### src/rtl/seg_pkg.sv
// Shared constants for the BCD display stage: segment patterns, converter
// FSM encoding, digit slot indices and small nibble helpers.
package seg_pkg;

  typedef enum logic [1:0] {
    IDLE  = 2'd0,
    SHIFT = 2'd1,
    DONE  = 2'd2
  } bcd_state_e;

  // Active-high patterns, bit order {dp,g,f,e,d,c,b,a}; dp is never lit.
  localparam logic [7:0] SEG_0     = 8'h3F;
  localparam logic [7:0] SEG_1     = 8'h06;
  localparam logic [7:0] SEG_2     = 8'h5B;
  localparam logic [7:0] SEG_3     = 8'h4F;
  localparam logic [7:0] SEG_4     = 8'h66;
  localparam logic [7:0] SEG_5     = 8'h6D;
  localparam logic [7:0] SEG_6     = 8'h7D;
  localparam logic [7:0] SEG_7     = 8'h07;
  localparam logic [7:0] SEG_8     = 8'h7F;
  localparam logic [7:0] SEG_9     = 8'h6F;
  localparam logic [7:0] SEG_BLANK = 8'h00;

  localparam logic [1:0] DIG_ONES     = 2'd0;
  localparam logic [1:0] DIG_TENS     = 2'd1;
  localparam logic [1:0] DIG_HUNDREDS = 2'd2;

  function automatic logic [7:0] seg_decode(input logic [3:0] n);
    case (n)
      4'd0:    return SEG_0;
      4'd1:    return SEG_1;
      4'd2:    return SEG_2;
      4'd3:    return SEG_3;
      4'd4:    return SEG_4;
      4'd5:    return SEG_5;
      4'd6:    return SEG_6;
      4'd7:    return SEG_7;
      4'd8:    return SEG_8;
      4'd9:    return SEG_9;
      default: return SEG_BLANK;
    endcase
  endfunction

  function automatic logic [3:0] add3(input logic [3:0] n);
    return (n >= 4'd5) ? n + 4'd3 : n;
  endfunction

endpackage

### src/rtl/seg_scan_bcd_if.sv
// Sample/result bundle between the upstream counter and the display stage.
// bin_valid is a one-cycle strobe with no ready: the stage never stalls the
// source; a strobe during busy is parked in a one-deep slot, newest wins.
interface seg_scan_bcd_if;
  import seg_pkg::*;

  logic [7:0]  bin;
  logic        bin_valid;
  logic        busy;
  logic        done;
  logic [11:0] bcd;
  bcd_state_e  state;

  modport master (output bin, bin_valid, input busy, done, bcd, state);
  modport slave  (input bin, bin_valid, output busy, done, bcd, state);
endinterface

### src/rtl/seg_scan_bcd_bin2bcd_seq.sv
// Sequential double-dabble converter: 8 adjust-and-shift cycles per sample,
// with a one-deep pending slot so a new sample can start straight from DONE.
module bin2bcd_seq
  import seg_pkg::*;
(
  input  logic        clock,
  input  logic        sclr,
  input  logic [7:0]  bin,
  input  logic        bin_valid,
  output logic        busy,
  output logic        done,
  output logic [11:0] bcd,
  output bcd_state_e  state
);

  bcd_state_e  state_q, state_d;
  logic [7:0]  shift_q, shift_d;
  logic [11:0] scratch_q, scratch_d, adj;
  logic [2:0]  cnt_q, cnt_d;
  logic [7:0]  pend_q, pend_d;
  logic        pend_vld_q, pend_vld_d;
  logic        busy_q, busy_d;
  logic        done_q, done_d;
  logic [11:0] bcd_q, bcd_d;

  always_comb begin
    adj        = {add3(scratch_q[11:8]), add3(scratch_q[7:4]), add3(scratch_q[3:0])};
    state_d    = state_q;
    shift_d    = shift_q;
    scratch_d  = scratch_q;
    cnt_d      = cnt_q;
    pend_d     = pend_q;
    pend_vld_d = pend_vld_q;
    busy_d     = busy_q;
    done_d     = 1'b0;
    bcd_d      = bcd_q;
    case (state_q)
      IDLE: begin
        if (bin_valid) begin
          state_d   = SHIFT;
          shift_d   = bin;
          scratch_d = '0;
          cnt_d     = '0;
          busy_d    = 1'b1;
        end
      end
      SHIFT: begin
        {scratch_d, shift_d} = {adj, shift_q} << 1;
        cnt_d = cnt_q + 3'd1;
        if (bin_valid) begin
          pend_d     = bin;
          pend_vld_d = 1'b1;
        end
        if (cnt_q == 3'd7) state_d = DONE;
      end
      DONE: begin
        bcd_d  = scratch_q;
        done_d = 1'b1;
        // A strobe landing on this very cycle is newer than the parked one.
        if (bin_valid || pend_vld_q) begin
          state_d    = SHIFT;
          shift_d    = bin_valid ? bin : pend_q;
          scratch_d  = '0;
          cnt_d      = '0;
          busy_d     = 1'b1;
          pend_vld_d = 1'b0;
        end else begin
          state_d = IDLE;
          busy_d  = 1'b0;
        end
      end
      default: state_d = IDLE;
    endcase
  end

  always_ff @(posedge clock) begin
    if (sclr) begin
      state_q    <= IDLE;
      shift_q    <= '0;
      scratch_q  <= '0;
      cnt_q      <= '0;
      pend_q     <= '0;
      pend_vld_q <= 1'b0;
      busy_q     <= 1'b0;
      done_q     <= 1'b0;
      bcd_q      <= '0;
    end else begin
      state_q    <= state_d;
      shift_q    <= shift_d;
      scratch_q  <= scratch_d;
      cnt_q      <= cnt_d;
      pend_q     <= pend_d;
      pend_vld_q <= pend_vld_d;
      busy_q     <= busy_d;
      done_q     <= done_d;
      bcd_q      <= bcd_d;
    end
  end

  assign busy  = busy_q;
  assign done  = done_q;
  assign bcd   = bcd_q;
  assign state = state_q;

endmodule

### src/rtl/seg_scan_bcd.sv
// Binary-to-BCD display stage driving a 3-digit multiplexed 7-segment panel.
// Define SEG_SCAN_BCD_BLANK_EN to blank leading zeros on hundreds and tens.
module seg_scan_bcd
  import seg_pkg::*;
#(
  parameter int SCAN_DIV       = 50000,
  parameter bit SEG_ACTIVE_LOW = 1'b1
) (
  input  logic           clock,
  input  logic           sclr,
  seg_scan_bcd_if.slave  bus,
  output logic [7:0]     seg,
  output logic [2:0]     dig_sel
);

  localparam int PW = $clog2(SCAN_DIV);
  localparam logic [PW-1:0] PRESC_MAX = PW'(SCAN_DIV - 1);
  localparam logic [7:0] SEG_OFF = {8{SEG_ACTIVE_LOW}};
  localparam logic [2:0] DIG_OFF = {3{SEG_ACTIVE_LOW}};

  logic [11:0]   bcd_w;
  logic [PW-1:0] presc_q, presc_d;
  logic          wrap_q, wrap_d;
  logic [1:0]    idx_q, idx_d;
  logic [7:0]    seg_q, seg_d;
  logic [2:0]    dig_q, dig_d;
  logic [3:0]    digit;
  logic [2:0]    onehot;
  logic          blank;

  bin2bcd_seq u_conv (
    .clock     (clock),
    .sclr      (sclr),
    .bin       (bus.bin),
    .bin_valid (bus.bin_valid),
    .busy      (bus.busy),
    .done      (bus.done),
    .bcd       (bcd_w),
    .state     (bus.state)
  );

  assign bus.bcd = bcd_w;

  always_comb begin
    presc_d = (presc_q == PRESC_MAX) ? '0 : presc_q + PW'(1);
    wrap_d  = (presc_q == PRESC_MAX);
    idx_d   = idx_q;
    seg_d   = seg_q;
    dig_d   = dig_q;
    case (idx_q)
      DIG_TENS:     begin digit = bcd_w[7:4];  onehot = 3'b010; end
      DIG_HUNDREDS: begin digit = bcd_w[11:8]; onehot = 3'b100; end
      default:      begin digit = bcd_w[3:0];  onehot = 3'b001; end
    endcase
    blank = 1'b0;
`ifdef SEG_SCAN_BCD_BLANK_EN
    if (idx_q == DIG_HUNDREDS && bcd_w[11:8] == 4'd0) blank = 1'b1;
    if (idx_q == DIG_TENS && bcd_w[11:8] == 4'd0 && bcd_w[7:4] == 4'd0) blank = 1'b1;
`endif
    // Outputs follow the prescaler wrap by one cycle, then the slot advances.
    if (wrap_q) begin
      seg_d = (blank ? SEG_BLANK : seg_decode(digit)) ^ SEG_OFF;
      dig_d = onehot ^ DIG_OFF;
      idx_d = (idx_q == DIG_HUNDREDS) ? DIG_ONES : idx_q + 2'd1;
    end
  end

  always_ff @(posedge clock) begin
    if (sclr) begin
      presc_q <= '0;
      wrap_q  <= 1'b0;
      idx_q   <= DIG_ONES;
      seg_q   <= SEG_OFF;
      dig_q   <= DIG_OFF;
    end else begin
      presc_q <= presc_d;
      wrap_q  <= wrap_d;
      idx_q   <= idx_d;
      seg_q   <= seg_d;
      dig_q   <= dig_d;
    end
  end

  assign seg     = seg_q;
  assign dig_sel = dig_q;

endmodule

### src/flat_wrapper.sv
// flat-port wrapper written by rule: the top's interface ports become plain ports
module seg_scan_bcd_flat import seg_pkg::*;
#(
  parameter int SCAN_DIV       = 50000,
  parameter bit SEG_ACTIVE_LOW = 1'b1
)
  (clock, sclr, seg, dig_sel, bus_bin, bus_bin_valid, bus_busy, bus_done, bus_bcd, bus_state);
  seg_scan_bcd_if bus_i ();
  input  logic clock;
  input  logic sclr;
  output logic [7:0] seg;
  output logic [2:0] dig_sel;
  input wire logic [$bits(bus_i.bin)-1:0] bus_bin;
  input wire logic [$bits(bus_i.bin_valid)-1:0] bus_bin_valid;
  output wire logic [$bits(bus_i.busy)-1:0] bus_busy;
  output wire logic [$bits(bus_i.done)-1:0] bus_done;
  output wire logic [$bits(bus_i.bcd)-1:0] bus_bcd;
  output wire logic [$bits(bus_i.state)-1:0] bus_state;
  assign bus_i.bin = bus_bin;
  assign bus_i.bin_valid = bus_bin_valid;
  assign bus_busy = bus_i.busy;
  assign bus_done = bus_i.done;
  assign bus_bcd = bus_i.bcd;
  assign bus_state = bus_i.state;
  seg_scan_bcd #(.SCAN_DIV(SCAN_DIV), .SEG_ACTIVE_LOW(SEG_ACTIVE_LOW)) u_core (.clock(clock), .sclr(sclr), .bus(bus_i), .seg(seg), .dig_sel(dig_sel));
endmodule
### config.mk
export PLATFORM = sky130hd
export DESIGN_NAME = seg_scan_bcd_flat
export DESIGN_NICKNAME = d
export VERILOG_FILES = /design/src/rtl/seg_pkg.sv /design/src/rtl/seg_scan_bcd_if.sv /design/src/rtl/seg_scan_bcd_bin2bcd_seq.sv /design/src/rtl/seg_scan_bcd.sv /design/src/flat_wrapper.sv
export SDC_FILE = /design/constraint.sdc
export NUM_CORES = 1
export LEC_CHECK = 0
export ABC_AREA = 1
export BUFFER_PORTS_ARGS = -buffer_cell sky130_fd_sc_hd__buf_2
export CORE_UTILIZATION = 50
export DETAILED_ROUTE_END_ITERATION = 8
export GPL_ROUTABILITY_DRIVEN = 0
export GPL_TIMING_DRIVEN = 0
export HOLD_SLACK_MARGIN = 0.08
export MAX_ROUTING_LAYER = met4
export PLACE_DENSITY = 0.69
export SYNTH_ARGS = -nofsm -noshare
export SYNTH_HDL_FRONTEND = slang
export SYNTH_SLANG_ARGS = --single-unit
### constraint.sdc
create_clock -name clock -period 5.3 [get_ports clock]
set_input_delay 0.795 -clock clock [delete_from_list [all_inputs] [get_ports clock]]
set_output_delay 0.795 -clock clock [all_outputs]
set_load 0.1 [all_outputs]
==> results.yml <==
pwr:
  p_clk_share_pct: 24.2
  power_mw: 2.05
  p_leak_nw: 1.81
  intPower_mw: 1.14
  vdd_ir_drop_max_v: 0.000379
  combPwrFrac_pct: 40.3
  pwr-share-seq_pct: 35.5
  p_per_area_nw_per_um2: 480
  swShare_pct: 44.6
  p_sw_mw: 0.915
worst_hold_path:
  whs_path_depth: 2
  hold_end: "u_core.u_conv.pend_q[0]"
  hold_path_class: "register to register"
  min_from: "u_core.u_conv.pend_q[0]"
final_layout:
  antenna_cells: 0
  nNetsFinal: 593
  syn2layout_area_growth_pct: 13.9
  drive_gt1_share_pct: 12.8
  fillers: 747
grt:
  grt_use_total_pct: 22.3
  busiest_layer: "met2"
  grtUsageMet1_pct: 28.8
  first_global_vias: 2940
  grtUsageMet3_pct: 3.82
  gr-total-overflow: 0
  grt_max_degree: 14
  met2_usage_pct: 34.1
  antenna_found_initial: 0
  grt_pass1_wl_mm: 13.1
drt:
  wire_per_inst_um: 12.3
  ant_nets: 0
  detail_route.iter0.violations: 146
  wl_mm: 8.14
  route.detailed.drc: 0
  num_vias: 3404
  via_per_inst: 5.13
  dr.pass1.iters: 4
floorplanning:
  initial_core_util_pct: 51.7
  die_area_um2: 7850
  core_area_um2: 7250
  pin_count: 38
  die_x_um: 88.6
  num_rows: 31
  chipHeight_um: 88.6
cts:
  cts_tree: "yes"
  cts_root_buf: "clkbuf_8"
  numCtsBuffers: 9
  h-tree-depth: 3
  hold_buffers: 0
  path_clk_slew_ns: 0.08
  clock_sinks: 77
  clock_latency_ns: 0.35
  clockBufferDepth: 2
  cts.repair.resized: 0
  post_cts_buffers: 0
logic_synthesis:
  synth_warnings: 0
  synth_fp_nets: 547
  synth.avg_cell_area_um2: 7.31
  yosysSeqAreaShare_pct: 41.1
  synth_flop_cell: "dfxtp_1"
  synth_top_area_share_pct: 41.1
  yosys.area.top_type: "dfxtp_1"
  synth-seq-cells: 77
  synth_edf_count: 0
  synthArstFlopShare_pct: 0
  synth_area_um2: 3750
  syn_inst: 513
  netlist_top_cells_area: "dfxtp_1, nand2_1, a21oi_1"
  ys_types: 32
  yosysMostFrequentCell: "nand2_1"
  yosys-top-cells-count: "nand2_1, dfxtp_1, a21oi_1"
timing:
  worst_slack_ns: 3.03
  hold_viol_final: 0
  fin_setup_tns_ns: 0
  max_freq_ghz: 0.441
  fin_crit_ns: 2.27
  setup_viol_count_final: 0
  slew_violations: 0
  fin_skew_ns: 0.00761
  slew_headroom_pct: 49.8
  min_period_over_period_pct: 42.8
  worstMarginPinSlew_ns: 0.745
  rsz0062_at_grt: "false"
critical_path:
  critical_path_required_ns: 5.55
  critPathMaxFanout: 8
  rr_worst_depth: 11
  worstSetupEndpointType: "register"
  start_kind: "register"
  r2r-end: "u_core.seg[3]"
  r2r-start: "u_core.idx_q[0]"
  reg2reg_slack_ns: 3.03
  path_class: "register to register"
  cp_data_arrival_time_ns: 2.52
placed_design:
  dp_slack_ns: 3.07
  place_hpwl_mm: 5.94
  port_buffers: 35
outcome:
  status: "completed"
run:
  max_cap_violations: 0
## power by group through the flow
stage               Combinational (mW)  Clock [mW]  Sequential, mW
CTS                              0.821       0.506           0.729
global placement                 0.806           0           0.738
floorplan                        0.392           0            1.00
detailed placement               0.817           0           0.741
finish                           0.827       0.497           0.729
global route                     0.890       0.533           0.738
## registers in the layout, indices dropped and copies added (netlist names)
signal	cells
u_core.dig_sel	3
u_core.idx_q	2
u_core.presc_q	16
u_core.seg	7
u_core.u_conv.bcd	12
u_core.u_conv.busy	1
u_core.u_conv.cnt_q	3
u_core.u_conv.done	1
u_core.u_conv.pend_q	8
u_core.u_conv.pend_vld_q	1
u_core.u_conv.scratch_q	12
u_core.u_conv.shift_q	8
u_core.u_conv.state	2
u_core.wrap_q	1
## critical path, stage by stage, from the launching register on
cell and delay, ns:
dfxtp_1 0.38, inv_1 0.09, ha_1 0.40, or2_2 0.33
nand2_1 0.16, inv_1 0.09, ha_1 0.27, nand3b_1 0.19
nand3_1 0.11, nand2_1 0.05, nand2_1 0.05, nand2_1 0.05
## routing by layer
metal  wire (µm)  share of wire [%]
met3         286                3.5
met2        3630                 45
met1        4080                 50
met4         135                1.7
met5           0                  0
## stage by stage
| stage | cells | util, % | instance area, µm² | hold WS, ns |
|---|---|---|---|---|
| after floorplan | 513 | - | 3750 | 0.418 |
| after global placement | 647 | 55.8 | 4050 | 0.428 |
| after detailed placement | 647 | 55.8 | 4050 | 0.438 |
| after CTS | 663 | 58.9 | 4270 | 0.449 |
| after global routing | 663 | 58.9 | 4270 | 0.467 |
| final | 663 | 58.9 | 4270 | 0.448 |
## logic make-up after synthesis
| logic type | synth area share [%] |
|---|---|
| other | 0.100 |
| adder cells (fa/ha/maj) | 7.67 |
| buffers and inverters | 7.44 |
| AO/OA/AOI/OAI | 15.6 |
| flip-flops | 41.1 |
| XOR/XNOR | 2.33 |
| AND/OR/NAND/NOR | 25.8 |
## how the worst max path moves through the flow
stage                                       to              startpoint  slack, ns  cells after the start
floorplan           u_core.u_conv.scratch_q[4]  u_core.u_conv.state[0]       3.04                      9
global placement                 u_core.seg[3]         u_core.idx_q[0]       3.13                     11
detailed placement               u_core.seg[3]         u_core.idx_q[0]       3.07                     11
CTS                              u_core.seg[3]         u_core.idx_q[0]       3.05                     11
global route                     u_core.seg[3]         u_core.idx_q[0]       2.89                     11
finish                           u_core.seg[3]         u_core.idx_q[0]       3.03                     11
## cells in the final DEF (no fill, tap or decap), types with 4 or more instances in the layout
cell type and count:
xor2_1 6, nand2_1 96, xnor2_1 4, inv_1 45, nand3b_1 6, dfxtp_1 77
clkbuf_1 11, nand3_1 43, buf_2 42, ha_1 23, a21oi_1 60, clkbuf_8 10
nor3_1 6, nor2_1 56, o21ai_0 44
## layout make-up
| cell class | count | area (µm²) | area share [%] |
|---|---|---|---|
| Clock inverter | 6 | 86.3 | 2.02 |
| Buffer | 21 | 103 | 2.40 |
| Multi-Input combinational cell | 368 | 1930 | 45.2 |
| Tap cell | 99 | 124 | 2.90 |
| Timing Repair Buffer | 35 | 175 | 4.10 |
| Sequential cell | 77 | 1540 | 36.1 |
| Inverter | 47 | 176 | 4.13 |
| Clock buffer | 10 | 138 | 3.22 |
Power figures use the tool's default switching activity.
